<file path="config.mk">
export PLATFORM = sky130hd
export DESIGN_NAME = mc_control_unit
export DESIGN_NICKNAME = d
export VERILOG_FILES = /design/src/rtl/mc_control_unit.sv
export SDC_FILE = /design/constraint.sdc
export NUM_CORES = 1
export LEC_CHECK = 0
export CAP_MARGIN = 10
export CORE_MARGIN = 10
export CORE_UTILIZATION = 42
export CTS_BUF_LIST = sky130_fd_sc_hd__clkbuf_8
export DETAILED_ROUTE_END_ITERATION = 10
export MAX_ROUTING_LAYER = met4
export PLACE_DENSITY = 0.83
export SLEW_MARGIN = 20
export SYNTH_ARGS = -nofsm -noshare
export SYNTH_HDL_FRONTEND = slang
export SYNTH_SLANG_ARGS = --single-unit
export TNS_END_PERCENT = 1
</file>
<file path="constraint.sdc">
create_clock -name clk -period 1.5 [get_ports clk]
set_input_delay 0.3 -clock clk [delete_from_list [all_inputs] [get_ports clk]]
set_output_delay 0.3 -clock clk [all_outputs]
set_load 0.03 [all_outputs]
</file>
<file path="src/rtl/mc_control_unit.sv">
// ============================================================================
//  Module   : mc_control_unit
//  Brief    : Multicycle RV32I control FSM driving datapath selects/strobes.
//  Revision : 1.0
// ============================================================================
`default_nettype none

module mc_control_unit #(
  parameter int FULL_ISA      = 1,
  parameter int MEM_HANDSHAKE = 1
) (
  input  logic       clk,
  input  logic       reset,
  input  logic [6:0] op,
  input  logic [2:0] funct3,
  input  logic       funct7b5,
  input  logic       Zero,
  input  logic       LessS,
  input  logic       LessU,
  input  logic       mem_ready,
  output logic       MemReq,
  output logic       PCWrite,
  output logic       AdrSrc,
  output logic       MemWrite,
  output logic       IRWrite,
  output logic [1:0] ResultSrc,
  output logic [1:0] ALUSrcA,
  output logic [1:0] ALUSrcB,
  output logic [2:0] ImmSrc,
  output logic [3:0] ALUControl,
  output logic       RegWrite,
  output logic       illegal,
  output logic [3:0] state
);

  typedef enum logic [3:0] {
    S_FETCH    = 4'd0,  S_DECODE   = 4'd1,  S_MEMADR  = 4'd2,  S_MEMREAD = 4'd3,
    S_MEMWB    = 4'd4,  S_MEMWRITE = 4'd5,  S_EXECR   = 4'd6,  S_EXECI   = 4'd7,
    S_ALUWB    = 4'd8,  S_BRANCH   = 4'd9,  S_JAL     = 4'd10, S_JALR    = 4'd11,
    S_JALRLINK = 4'd12, S_LUI      = 4'd13, S_AUIPC   = 4'd14, S_TRAP    = 4'd15
  } state_t;

  state_t     r_state;
  state_t     w_next;
  logic       w_mem_ok;
  logic       w_alu_ok;
  logic       w_br_ok;
  logic       w_taken;
  logic [3:0] w_alu_dec;
  logic       w_memreq, w_pcwrite, w_memwrite, w_irwrite, w_regwrite;

  assign w_mem_ok = mem_ready | (MEM_HANDSHAKE == 0);

  // Subset core only implements add/sub/and/or/slt and beq.
  assign w_alu_ok = (FULL_ISA != 0) ||
                    !(funct3 == 3'b001 || funct3 == 3'b011 ||
                      funct3 == 3'b100 || funct3 == 3'b101);
  assign w_br_ok  = (funct3 != 3'b010) && (funct3 != 3'b011) &&
                    ((FULL_ISA != 0) || (funct3 == 3'b000));

  always_comb begin
    w_taken = 1'b0;
    case (funct3)
      3'b000:  w_taken = Zero;
      3'b001:  w_taken = ~Zero;
      3'b100:  w_taken = LessS;
      3'b101:  w_taken = ~LessS;
      3'b110:  w_taken = LessU;
      3'b111:  w_taken = ~LessU;
      default: w_taken = 1'b0;
    endcase
  end

  // op[5] separates R-type (sub/sra capable) from I-type on funct3 000.
  always_comb begin
    w_alu_dec = 4'd0;
    case (funct3)
      3'b000:  w_alu_dec = (op[5] && funct7b5) ? 4'd1 : 4'd0;
      3'b001:  w_alu_dec = 4'd7;
      3'b010:  w_alu_dec = 4'd5;
      3'b011:  w_alu_dec = 4'd6;
      3'b100:  w_alu_dec = 4'd4;
      3'b101:  w_alu_dec = funct7b5 ? 4'd9 : 4'd8;
      3'b110:  w_alu_dec = 4'd3;
      default: w_alu_dec = 4'd2;
    endcase
  end

  always_ff @(posedge clk or posedge reset) begin
    if (reset) r_state <= S_FETCH;
    else       r_state <= w_next;
  end

  always_comb begin
    w_next     = r_state;
    w_memreq   = 1'b0;
    w_pcwrite  = 1'b0;
    w_memwrite = 1'b0;
    w_irwrite  = 1'b0;
    w_regwrite = 1'b0;
    AdrSrc     = 1'b0;
    ResultSrc  = 2'b00;
    ALUSrcA    = 2'b00;
    ALUSrcB    = 2'b00;
    ImmSrc     = 3'b000;
    ALUControl = 4'd0;
    case (r_state)
      S_FETCH: begin
        w_memreq  = 1'b1;
        ALUSrcB   = 2'b10;
        ResultSrc = 2'b10;
        w_irwrite = w_mem_ok;
        w_pcwrite = w_mem_ok;
        if (w_mem_ok) w_next = S_DECODE;
      end
      S_DECODE: begin
        ALUSrcA = 2'b01;
        ALUSrcB = 2'b01;
        ImmSrc  = (op == 7'b1101111) ? 3'b011 : 3'b010;
        case (op)
          7'b0000011, 7'b0100011: w_next = S_MEMADR;
          7'b0110011: w_next = w_alu_ok ? S_EXECR : S_TRAP;
          7'b0010011: w_next = w_alu_ok ? S_EXECI : S_TRAP;
          7'b1100011: w_next = w_br_ok ? S_BRANCH : S_TRAP;
          7'b1101111: w_next = S_JAL;
          7'b1100111: w_next = (FULL_ISA != 0) ? S_JALR  : S_TRAP;
          7'b0110111: w_next = (FULL_ISA != 0) ? S_LUI   : S_TRAP;
          7'b0010111: w_next = (FULL_ISA != 0) ? S_AUIPC : S_TRAP;
          default:    w_next = S_TRAP;
        endcase
      end
      S_MEMADR: begin
        ALUSrcA = 2'b10;
        ALUSrcB = 2'b01;
        ImmSrc  = op[5] ? 3'b001 : 3'b000;
        w_next  = op[5] ? S_MEMWRITE : S_MEMREAD;
      end
      S_MEMREAD: begin
        w_memreq = 1'b1;
        AdrSrc   = 1'b1;
        if (w_mem_ok) w_next = S_MEMWB;
      end
      S_MEMWB: begin
        ResultSrc  = 2'b01;
        w_regwrite = 1'b1;
        w_next     = S_FETCH;
      end
      S_MEMWRITE: begin
        w_memreq   = 1'b1;
        AdrSrc     = 1'b1;
        w_memwrite = 1'b1;
        if (w_mem_ok) w_next = S_FETCH;
      end
      S_EXECR: begin
        ALUSrcA    = 2'b10;
        ALUControl = w_alu_dec;
        w_next     = S_ALUWB;
      end
      S_EXECI: begin
        ALUSrcA    = 2'b10;
        ALUSrcB    = 2'b01;
        ALUControl = w_alu_dec;
        w_next     = S_ALUWB;
      end
      S_ALUWB: begin
        w_regwrite = 1'b1;
        w_next     = S_FETCH;
      end
      S_BRANCH: begin
        ALUSrcA    = 2'b10;
        ALUControl = 4'd1;
        w_pcwrite  = w_taken;
        w_next     = S_FETCH;
      end
      S_JAL: begin
        ALUSrcA   = 2'b01;
        ALUSrcB   = 2'b10;
        w_pcwrite = 1'b1;
        w_next    = S_ALUWB;
      end
      S_JALR: begin
        ALUSrcA   = 2'b10;
        ALUSrcB   = 2'b01;
        ResultSrc = 2'b10;
        w_pcwrite = 1'b1;
        w_next    = S_JALRLINK;
      end
      S_JALRLINK: begin
        ALUSrcA    = 2'b01;
        ALUSrcB    = 2'b10;
        ResultSrc  = 2'b10;
        w_regwrite = 1'b1;
        w_next     = S_FETCH;
      end
      S_LUI, S_AUIPC: begin
        ALUSrcA    = (r_state == S_LUI) ? 2'b11 : 2'b01;
        ALUSrcB    = 2'b01;
        ImmSrc     = 3'b100;
        ResultSrc  = 2'b10;
        w_regwrite = 1'b1;
        w_next     = S_FETCH;
      end
      default: w_next = S_TRAP;
    endcase
  end

  assign MemReq   = w_memreq   & ~reset;
  assign PCWrite  = w_pcwrite  & ~reset;
  assign MemWrite = w_memwrite & ~reset;
  assign IRWrite  = w_irwrite  & ~reset;
  assign RegWrite = w_regwrite & ~reset;
  assign illegal  = (r_state == S_TRAP) & ~reset;
  assign state    = r_state;

endmodule

`default_nettype wire

</file>
==> flow_summary_export.csv, run 1 <==
group,metric,value,unit
outcome,status,"did not finish",
outcome,failed_stage,"clock tree synthesis (4_1_cts)",
outcome,error,"[ERROR DPL-0038] Utilization greater than 100%, impossible to legalize",
floorplan,die_w,64.9,microns
clock_tree,cts-htree-levels,1,
floorplan,initial_utilization,43.6,%
placed_design,dpl-instance-area,1670,sq um
yosys,async_flop_share,100,%
clock_tree,post_cts_resized,71,
yosys,synth_flop_cell,"dfrtp_1",
yosys,yosys.area.top_type,"dfrtp_1",
yosys,synth_most_common_cell,"nand2_1",
clock_tree,cts_buffer_depth,2,
placed_design,dp_hpwl,3190,microns
clock_tree,cts_buffers,3,
yosys,yosys-top-cells-count,"nand2_1, nor2_1, a21oi_1",
floorplan,ios,41,
yosys,synth_edf_count,0,
yosys,synth.area.top_cells,"dfrtp_1, nand2_1, nor2_1",
yosys,synth_compound_area_share,27.2,%
yosys,synth_fa_ha_area_share,0,%
yosys,synthMuxAreaShare,2.36,%
clock_tree,cts_root_buffer,"clkbuf_8",
yosys,syn_inst,138,
yosys,yosys.area_share.simple,41.1,%
yosys,synth_top_family_by_area,"simple AND/OR/NAND/NOR gates",
floorplan,rows,16,
clock_tree,clock-sinks,4,
yosys,ys_seq_area_share,11.8,%
placed_design,io_buffers,40,
yosys,synth_warnings,0,
floorplan,die_h,64.9,microns
yosys,syn_area_per_cell,6.14,sq um
yosys,syn_area,847,sq um
placed_design,place_congestion,0.885,
yosys,synth-seq-cells,4,
clock_tree,cts_hold_buf,0,
yosys,synth_xor_area_share,7.24,%
yosys,yosysUniqueCellTypes,39,
clock_tree,cts_setup_buffers,12,
yosys,synth_fp_nets,155,
yosys,synth_top_area_share,11.8,%
==> stage by stage <==
stage                     worst slack, ns  cells  hold slack (ns)  setup TNS, ns  utilization [%]
after floorplan                    -0.194    138           0.0661          -2.77                -
after detailed placement           -0.666    241            0.689          -4.35             86.0
after global placement             -0.607    241            0.677          -3.26             86.0
==> cells by family after synthesis <==
family | count (synthesis)
AND/OR/NAND/NOR | 68
AO/OA/AOI/OAI | 39
buffers and inverters | 18
XOR/XNOR | 7
flip-flops | 4
multiplexers | 2
==> run 2, diff against run 1 <==
--- a/config.mk
+++ b/config.mk
@@ -6,12 +6,10 @@
 export NUM_CORES = 1
 export LEC_CHECK = 0
 export CAP_MARGIN = 10
-export CORE_MARGIN = 10
-export CORE_UTILIZATION = 42
-export CTS_BUF_LIST = sky130_fd_sc_hd__clkbuf_8
+export CORE_AREA = 10 10 71 73
 export DETAILED_ROUTE_END_ITERATION = 10
-export MAX_ROUTING_LAYER = met4
-export PLACE_DENSITY = 0.83
+export DIE_AREA = 0 0 81 83
+export PLACE_DENSITY_LB_ADDON = 0.15
 export SLEW_MARGIN = 20
 export SYNTH_ARGS = -nofsm -noshare
 export SYNTH_HDL_FRONTEND = slang
==> flow_summary_export.csv, run 2 <==
group,metric,value,unit
outcome,status,"complete, but fails checks",
outcome,violations,"setup timing",
global_route,grt_max_degree,18,
yosys,synth_compound_area_share,27.2,%
global_route,grt_use_total,12.4,%
drt,dr.first_iter.drc_count,52,
setup_path,max_stage_delay,0.44,ns
final_layout,fin_util,57.3,%
setup_path,r2r_end,"state[2]",
yosys,synth_edf_count,0,
floorplan,rows,22,
power,leakage,0.920,nW
timing,rsz0062_at_grt,"yes",
timing,worst_pin_slew,0.254,ns
clock_tree,cts_buffer_depth,2,
floorplan,fp.coreArea,3630,sq um
drt,wl_per_cell,14.9,microns
yosys,syn_area_per_cell,6.14,sq um
placed_design,dpl-instance-area,1720,sq um
power,power_density,1800,nW/um^2
yosys,yosysUniqueCellTypes,39,
placed_design,dp_hpwl,3070,microns
setup_path,path_delay_family,"flip-flops",
final_layout,area_growth,146,%
clock_tree,cts_hold_buf,0,
global_route,antenna_found_initial,0,
drt,via_per_inst,4.94,
yosys,synth_most_common_cell,"nand2_1",
clock_tree,cts-htree-levels,1,
global_route,globalRouteOverflowTotal,0,
timing,fin_tns_setup,-2.90,ns
setup_path,critPathArrivalTime,1.43,ns
setup_path,start_kind,"flip-flop",
run,maxCapViolations,0,
global_route,grt_pass1_vias,1397,
placed_design,place_congestion,0.833,
setup_path,crit_path_end,"ResultSrc[1]",
clock_tree,tritoncts,"done",
yosys,yosys.area_share.simple,41.1,%
final_layout,final_common_cell,"buf_4",
yosys,yosys.area.top_type,"dfrtp_1",
timing,skew,0.00419,ns
clock_tree,cts_root_buffer,"clkbuf_8",
floorplan,ios,41,
hold_path,hold_class,"primary input to async pin",
setup_path,worstRegToRegCells,7,
yosys,synth_top_family_by_area,"simple AND/OR/NAND/NOR gates",
yosys,syn_inst,138,
final_layout,fin_area,2080,sq um
final_layout,final_nets,252,
setup_path,crit_path_end_kind,"output port",
yosys,synth_fa_ha_area_share,0,%
global_route,grt_pass1_wl,6830,microns
yosys,synth_top_area_share,11.8,%
placed_design,place_ws,-0.654,ns
timing,fmax,577,MHz
floorplan,die_w,81,microns
setup_path,reg2reg_setup_slack,0,ns
yosys,synth.area.top_cells,"dfrtp_1, nand2_1, nor2_1",
setup_path,worstPathCellList,"or2_4, nor2_4, a21oi_2, o22ai_4, buf_6",
setup_path,critPathSlowestCell,"dfrtp_2",
final_layout,largest_reg_flops,4,
yosys,syn_area,847,sq um
yosys,yosys-top-cells-count,"nand2_1, nor2_1, a21oi_1",
floorplan,initial_utilization,23.3,%
timing,period_minus_slack,1.73,ns
floorplan,die_h,83,microns
timing,setup_viol,23,
yosys,synth_xor_area_share,7.24,%
drt,drt-total-wl,4180,microns
placed_design,io_buffers,40,
yosys,synth_flop_cell,"dfrtp_1",
setup_path,r2r-start,"state[2]",
drt,dr_total_vias,1389,
drt,drc,0,
yosys,async_flop_share,100,%
timing,drv_slew,0,
floorplan,dieArea,6720,sq um
yosys,synth_warnings,0,
drt,firstDrtPassIters,4,
timing,fin_ws,-0.235,ns
setup_path,crit_fanout,5,
clock_tree,cts_buffers,3,
power,irDropWorstVdd,0.000646,V
final_layout,layout_common_cells,"buf_4, buf_6, nand2_1, o21ai_1, nor2_4",
yosys,synthMuxAreaShare,2.36,%
setup_path,crit_path_start,"state[3]",
clock_tree,clock-sinks,4,
yosys,ys_seq_area_share,11.8,%
setup_path,critPathKind,"flip-flop to output port",
timing,slew-limit-headroom,82.9,%
timing,final_hold_viol_count,0,
setup_path,crit_cells,5,
yosys,synth_fp_nets,155,
final_layout,antennaDiodeCount,0,
final_layout,drive_gt1_share,62.7,%
clock_tree,clock_latency,0.22,ns
setup_path,path_buf_inv,1,
drt,ant_nets,0,
clock_tree,clk_pin_slew,0.03,ns
yosys,synth-seq-cells,4,
timing,whs,0.487,ns
setup_path,cp.required,1.20,ns
timing,min_period_over_period,116,%
## run 2: cell counts after synthesis
Identical to the previous run, type by type.
## run 2: final cells by class
cell class                      count  area (sq um)
Clock buffer                        3          41.3
Fill cell                         368          1550
Inverter                            7          33.8
Multi-Input combinational cell    116           946
Sequential cell                     4           105
Tap cell                           48          60.1
Timing Repair Buffer              103           895
## run 2: logic make-up (layout without fill, tap and decap cells)
kind of cell,after synthesis,count (layout)
simple gates,68,68
mux,2,2
xor+xnor,7,7
buf+inv,18,113
flops,4,4
compound gates,39,39
## run 2: per-stage QoR
| step | total power (W) | std cells |
|---|---|---|
| 6_report | 0.00374 | 281 |
| 5_1_grt | 0.00402 | 281 |
| 4_1_cts | 0.00354 | 277 |
| 3_5_place_dp | 0.00296 | 265 |
| 3_3_place_gp | 0.00294 | 265 |
| 2_1_floorplan | 0.00188 | 138 |
## run 2: how the worst min path moves through the flow
stage / cells past startpoint / slack [ns] / to
2_1_floorplan: 1 / 0.07 / state[0]
3_3_place_gp: 2 / 0.71 / state[3]
3_5_place_dp: 2 / 0.70 / state[3]
4_1_cts: 3 / 0.50 / state[0]
5_1_grt: 3 / 0.51 / state[0]
6_report: 3 / 0.49 / state[0]
## run 2: power breakdown
group          internal, W  switching (W)  leakage (nW)
clock network     0.000171      0.0000584        0.0216
logic              0.00154        0.00174         0.852
registers         0.000163      0.0000790        0.0460
## run 2: timing repair
item / in CTS / in global routing
setup buffers: 9 / 4
resized for setup: 70 / 25
pin swaps: 29 / 5
endpoints found under the setup margin: 23 / 24
## run 2: layer usage
metal | share of wire, % | vias to the layer above | wire, microns | track usage (%)
li1 | - | 683 | - | -
met1 | 42 | 658 | 1770 | 14.8
met2 | 50 | 38 | 2090 | 21.0
met3 | 5.6 | 10 | 233 | 3.13
met4 | 2.1 | 0 | 87 | 3.29
met5 | 0 | - | 0 | 0
## run 2: worst min-delay path: cells and delay by family
family	cells	cell delay, ns
buf+inv	3	0.75
(Power assumes the default switching activity.)
==> run 3, diff against run 2 <==
--- a/config.mk
+++ b/config.mk
@@ -14,4 +14,4 @@
 export SYNTH_ARGS = -nofsm -noshare
 export SYNTH_HDL_FRONTEND = slang
 export SYNTH_SLANG_ARGS = --single-unit
-export TNS_END_PERCENT = 1
+export TNS_END_PERCENT = 30
==> flow_summary_export.csv, run 3 (synthesized netlist as in run 2, its figures left out) <==
group,metric,value,unit
setup_path,worstRegToRegCells,7,
timing,fmax,573,MHz
outcome,status,"complete, but fails checks",
final_layout,largest_reg_flops,4,
run,maxCapViolations,0,
floorplan,rows,22,
setup_path,critPathKind,"flip-flop to output port",
drt,dr_total_vias,1350,
setup_path,r2r-start,"state[1]",
setup_path,r2r_end,"state[2]",
floorplan,ios,41,
placed_design,dpl-instance-area,1750,sq um
drt,ant_nets,0,
outcome,violations,"setup timing",
global_route,grt_pass1_wl,6670,microns
final_layout,n_fill_cell,337,
power,seq_power_share,6.4,%
final_layout,layout_common_cells,"buf_4, buf_6, nand2_1, dlygate4sd2_1, nor2_2",
global_route,grt_use_total,11.9,%
floorplan,die_h,83,microns
clock_tree,clk_pin_slew,0.03,ns
drt,drc,0,
setup_path,critPathSlowestCell,"dfrtp_2",
clock_tree,clock-sinks,4,
timing,worst_pin_slew,0.274,ns
drt,drt-total-wl,3920,microns
timing,skew,0.00117,ns
placed_design,dp_hpwl,3050,microns
global_route,grt_pass1_vias,1370,
timing,period_minus_slack,1.74,ns
final_layout,final_common_cell,"buf_4",
setup_path,start_kind,"flip-flop",
drt,wl_per_cell,14.1,microns
power,p_sw_share,49.1,%
power,leakage,0.930,nW
power,pwr-share-clk,5.7,%
hold_path,hold_class,"primary input to async pin",
setup_path,reg2reg_setup_slack,-0.12,ns
placed_design,place_ws,-0.672,ns
clock_tree,tritoncts,"done",
setup_path,crit_path_end_kind,"output port",
global_route,antenna_found_initial,0,
power,fin_total_pwr,0.00399,W
final_layout,drive_gt1_share,64.3,%
floorplan,fp.coreArea,3630,sq um
final_layout,area_growth,152,%
global_route,globalRouteOverflowTotal,0,
clock_tree,cts-htree-levels,1,
power,power_frac_comb,87.9,%
setup_path,max_stage_delay,0.50,ns
power,p_int,0.00203,W
timing,fin_ws,-0.244,ns
timing,min_period_over_period,116,%
final_layout,antennaDiodeCount,0,
final_layout,fin_area,2140,sq um
power,power_density,1870,nW/um^2
clock_tree,cts_buffer_depth,2,
timing,final_hold_viol_count,0,
setup_path,crit_fanout,7,
timing,drv_slew,0,
placed_design,io_buffers,40,
timing,rsz0062_at_grt,"yes",
drt,via_per_inst,4.86,
floorplan,dieArea,6720,sq um
drt,firstDrtPassIters,4,
timing,setup_viol,22,
clock_tree,cts_buffers,3,
power,p_sw,0.00196,W
clock_tree,clock_latency,0.22,ns
global_route,grt_max_degree,14,
setup_path,worstPathCellList,"buf_12, xor2_4, a21oi_2, nor3_4, buf_6",
floorplan,die_w,81,microns
clock_tree,cts_root_buffer,"clkbuf_8",
placed_design,place_congestion,0.920,
floorplan,initial_utilization,23.3,%
power,irDropWorstVdd,0.000607,V
setup_path,critPathArrivalTime,1.44,ns
setup_path,cp.required,1.20,ns
timing,slew-limit-headroom,81.6,%
drt,dr.first_iter.drc_count,84,
final_layout,final_nets,249,
-- run 3: changes by cell type in the layout (fill, tap and decap cells not counted), moves of 3 or more --
cell           delta
buf_4             -8
o21ai_1           -4
buf_6             +3
dlygate4sd2_1     +3
nor2_2            +3
-- run 3: final cells by class --
class                           instances  area (sq um)  share of cell area (%)
Sequential cell                         4           105                    4.92
Inverter                                7          33.8                    1.58
Tap cell                               48          60.1                    2.81
Multi-Input combinational cell        116           975                    45.6
Clock buffer                            3          41.3                    1.93
Timing Repair Buffer                  100           922                    43.1
-- run 3: how the worst max path moves through the flow --
stage	start	endpoint
global route	state[1]	MemReq
finish	state[1]	MemReq
CTS	state[2]	ResultSrc[1]
global placement	funct3[2]	PCWrite
floorplan	state[2]	ResultSrc[1]
detailed placement	funct3[2]	PCWrite
-- run 3: worst max-delay path: cells and delay by family, from the launching register on --
kind	cells	cell delay (ns)
flip-flops	1	0.50
AND/OR/NAND/NOR	1	0.12
XOR/XNOR	1	0.19
buffers and inverters	2	0.32
AO/OA/AOI/OAI	1	0.09
-- run 3: per-stage QoR --
step | hold slack, ns | cells | util (%) | setup TNS, ns
2_1_floorplan | 0.0661 | 138 | - | -1.81
3_3_place_gp | 0.690 | 264 | 48.1 | -3.89
3_5_place_dp | 0.691 | 264 | 48.1 | -4.25
4_1_cts | 0.571 | 275 | 56.4 | -3.71
5_1_grt | 0.240 | 278 | 58.8 | -4.90
6_report | 0.214 | 278 | 58.8 | -3.63
-- run 3: power groups by stage --
stage                     Clock, W  Combinational [W]  Sequential [W]
final                     0.000226            0.00351        0.000256
after global routing      0.000241            0.00375        0.000265
after CTS                 0.000228            0.00338        0.000246
after detailed placement         0            0.00282        0.000232
after global placement           0            0.00280        0.000230
after floorplan                  0            0.00165        0.000295
-- run 3: repair_timing --
item,CTS,global route
hold buffers,0,0
setup buffers,7,3
pin swaps,26,6
setup endpoints to repair,24,24
resized for setup,74,20
gates cloned,1,0
-- run 3: layer usage --
layer	part of all wire (%)	vias up	GRT usage, %
met1	40	633	13.5
met3	4.6	6	2.69
met4	1.1	0	2.50
met2	54	30	21.5
met5	0	-	0
li1	-	681	-
==> run 4, diff against run 3 <==
--- a/config.mk
+++ b/config.mk
@@ -6,10 +6,13 @@
 export NUM_CORES = 1
 export LEC_CHECK = 0
 export CAP_MARGIN = 10
+export CELL_PAD_IN_SITES_DETAIL_PLACEMENT = 1
+export CELL_PAD_IN_SITES_GLOBAL_PLACEMENT = 1
 export CORE_AREA = 10 10 71 73
 export DETAILED_ROUTE_END_ITERATION = 10
 export DIE_AREA = 0 0 81 83
 export PLACE_DENSITY_LB_ADDON = 0.15
+export SKIP_LAST_GASP = 1
 export SLEW_MARGIN = 20
 export SYNTH_ARGS = -nofsm -noshare
 export SYNTH_HDL_FRONTEND = slang
==> flow_summary_export.csv, run 4 (synthesized netlist as in run 2, its figures left out) <==
group,metric,value,unit
global_route,grt_pass1_vias,1607,
power,power_density,1990,nW/um^2
clock_tree,cts_buffer_depth,2,
final_layout,layout_common_cells,"buf_4, buf_6, nand2_1, dlygate4sd2_1",
timing,min_period_over_period,120,%
final_layout,seq_area,105,sq um
floorplan,ios,41,
floorplan,initial_utilization,23.3,%
placed_design,dp_hpwl,3360,microns
drt,drc,0,
power,power_frac_comb,88.9,%
final_layout,final_common_cell,"buf_4",
clock_tree,clock_latency,0.22,ns
clock_tree,clk_pin_slew,0.04,ns
power,p_sw_share,49.9,%
power,fin_total_pwr,0.00443,W
setup_path,r2r-start,"state[2]",
hold_path,hold_class,"primary input to async pin",
placed_design,place_congestion,0.939,
power,leakage,1.01,nW
floorplan,rows,22,
timing,period_minus_slack,1.80,ns
power,irDropWorstVdd,0.00117,V
power,p_sw,0.00221,W
clock_tree,cts-htree-levels,1,
clock_tree,clock-sinks,4,
clock_tree,cts_root_buffer,"clkbuf_8",
power,p_int,0.00222,W
drt,wl_per_cell,18.8,microns
timing,worst_pin_slew,0.385,ns
drt,via_per_inst,5.11,
final_layout,final_nets,267,
setup_path,cp.required,1.20,ns
final_layout,area_growth,162,%
timing,fin_ws,-0.296,ns
floorplan,fp.coreArea,3630,sq um
setup_path,start_kind,"flip-flop",
timing,rsz0062_at_grt,"yes",
setup_path,crit_path_end_kind,"output port",
clock_tree,tritoncts,"done",
setup_path,crit_path_start,"state[0]",
final_layout,n_fill_cell,432,
power,pwr-share-clk,5.2,%
final_layout,largest_reg_flops,4,
floorplan,dieArea,6720,sq um
drt,dr.first_iter.drc_count,65,
timing,setup_viol,24,
setup_path,critPathKind,"flip-flop to output port",
power,seq_power_share,5.9,%
setup_path,critPathArrivalTime,1.50,ns
timing,fmax,557,MHz
timing,slew-limit-headroom,74.1,%
placed_design,dp_cells,266,
global_route,grt_max_degree,14,
drt,dr_total_vias,1512,
outcome,status,"complete, but fails checks",
timing,final_hold_viol_count,0,
drt,drt-total-wl,5580,microns
floorplan,die_h,83,microns
setup_path,crit_fanout,7,
final_layout,drive_gt1_share,64.5,%
clock_tree,cts_buffers,3,
outcome,violations,"setup timing",
global_route,grt_pass1_wl,7960,microns
global_route,grt_use_total,14.1,%
final_layout,antennaDiodeCount,0,
global_route,antenna_found_initial,0,
timing,skew,0.00498,ns
drt,firstDrtPassIters,4,
final_layout,multiInputGateArea,972,sq um
run,maxCapViolations,0,
clock_tree,cts_hold_buf,0,
placed_design,io_buffers,40,
global_route,globalRouteOverflowTotal,0,
floorplan,die_w,81,microns
drt,ant_nets,0,
final_layout,stdcell_count,296,
timing,drv_slew,0,
run 4: cell count changes in the layout (fill, tap and decap cells not counted), moves of 2 or more:
cell / change
a21oi_4: +2
buf_4: +27
buf_6: -9
clkdlybuf4s50_1: +2
dlymetal6s2s_1: -2
nor2_1: +4
nor2_2: -4
nor3_1: +2
nor3_4: -2
o21ai_0: -2
o21ai_1: +2
run 4: final timing paths:
path,end,slack [ns],cells past startpoint
setup / recovery,ALUSrcA[0],-0.30,5
hold / removal,state[0],0.62,4
setup reg to reg,state[3],-0.21,9
hold reg to reg,state[1],0.88,3
max in group asynchronous,state[3],0.69,4
min in group clk,state[2],0.73,4
run 4: critical path: stages (launching register included):
cell        delay (ns)
dfrtp_2           0.43
buf_12            0.14
clkinvlp_4        0.15
o21ai_1           0.20
o2bb2ai_1         0.15
buf_4             0.19
run 4: final cells by class:
class	count	area share (%)
well taps	48	2.70
multi-input cells	116	43.8
clock buffers	3	1.86
flip-flops and latches	4	4.73
inverters	7	1.69
repair buffers	118	45.3
run 4: power by group through the flow:
stage	Sequential [W]	Clock, W	Combinational [W]
after floorplan	0.000295	0	0.00165
after global placement	0.000235	0	0.00281
after detailed placement	0.000238	0	0.00285
after CTS	0.000236	0.000224	0.00347
after global routing	0.000269	0.000243	0.00417
final	0.000262	0.000230	0.00394
run 4: per-stage QoR:
stage / worst slack, ns / util [%] / hold slack (ns) / cell area (sq um) / setup TNS, ns
2_1_floorplan: -0.194 / - / 0.0661 / 1030 / -1.81
3_3_place_gp: -0.637 / 48.2 / 0.803 / 1750 / -3.91
3_5_place_dp: -0.644 / 48.2 / 0.807 / 1750 / -4.20
4_1_cts: -0.241 / 57.2 / 0.619 / 2080 / -3.70
5_1_grt: -0.366 / 61.2 / 0.649 / 2220 / -6.18
6_report: -0.296 / 61.2 / 0.622 / 2220 / -4.89
run 4: what timing repair did:
action                                  in CTS  in global routing
cloned                                       0                  1
resized for setup                           64                 18
pin swaps                                   22                  7
endpoints found under the setup margin      23                 24
setup buffers                               21                  5
run 4: layer usage:
layer / vias up / wire (microns) / GRT usage, % / share of wire, %
li1: 720 / - / - / -
met1: 743 / 2330 / 17.4 / 42
met2: 39 / 2880 / 24.4 / 52
met3: 10 / 244 / 2.48 / 4.4
met4: 0 / 127 / 3.13 / 2.3
met5: - / 0 / 0 / 0
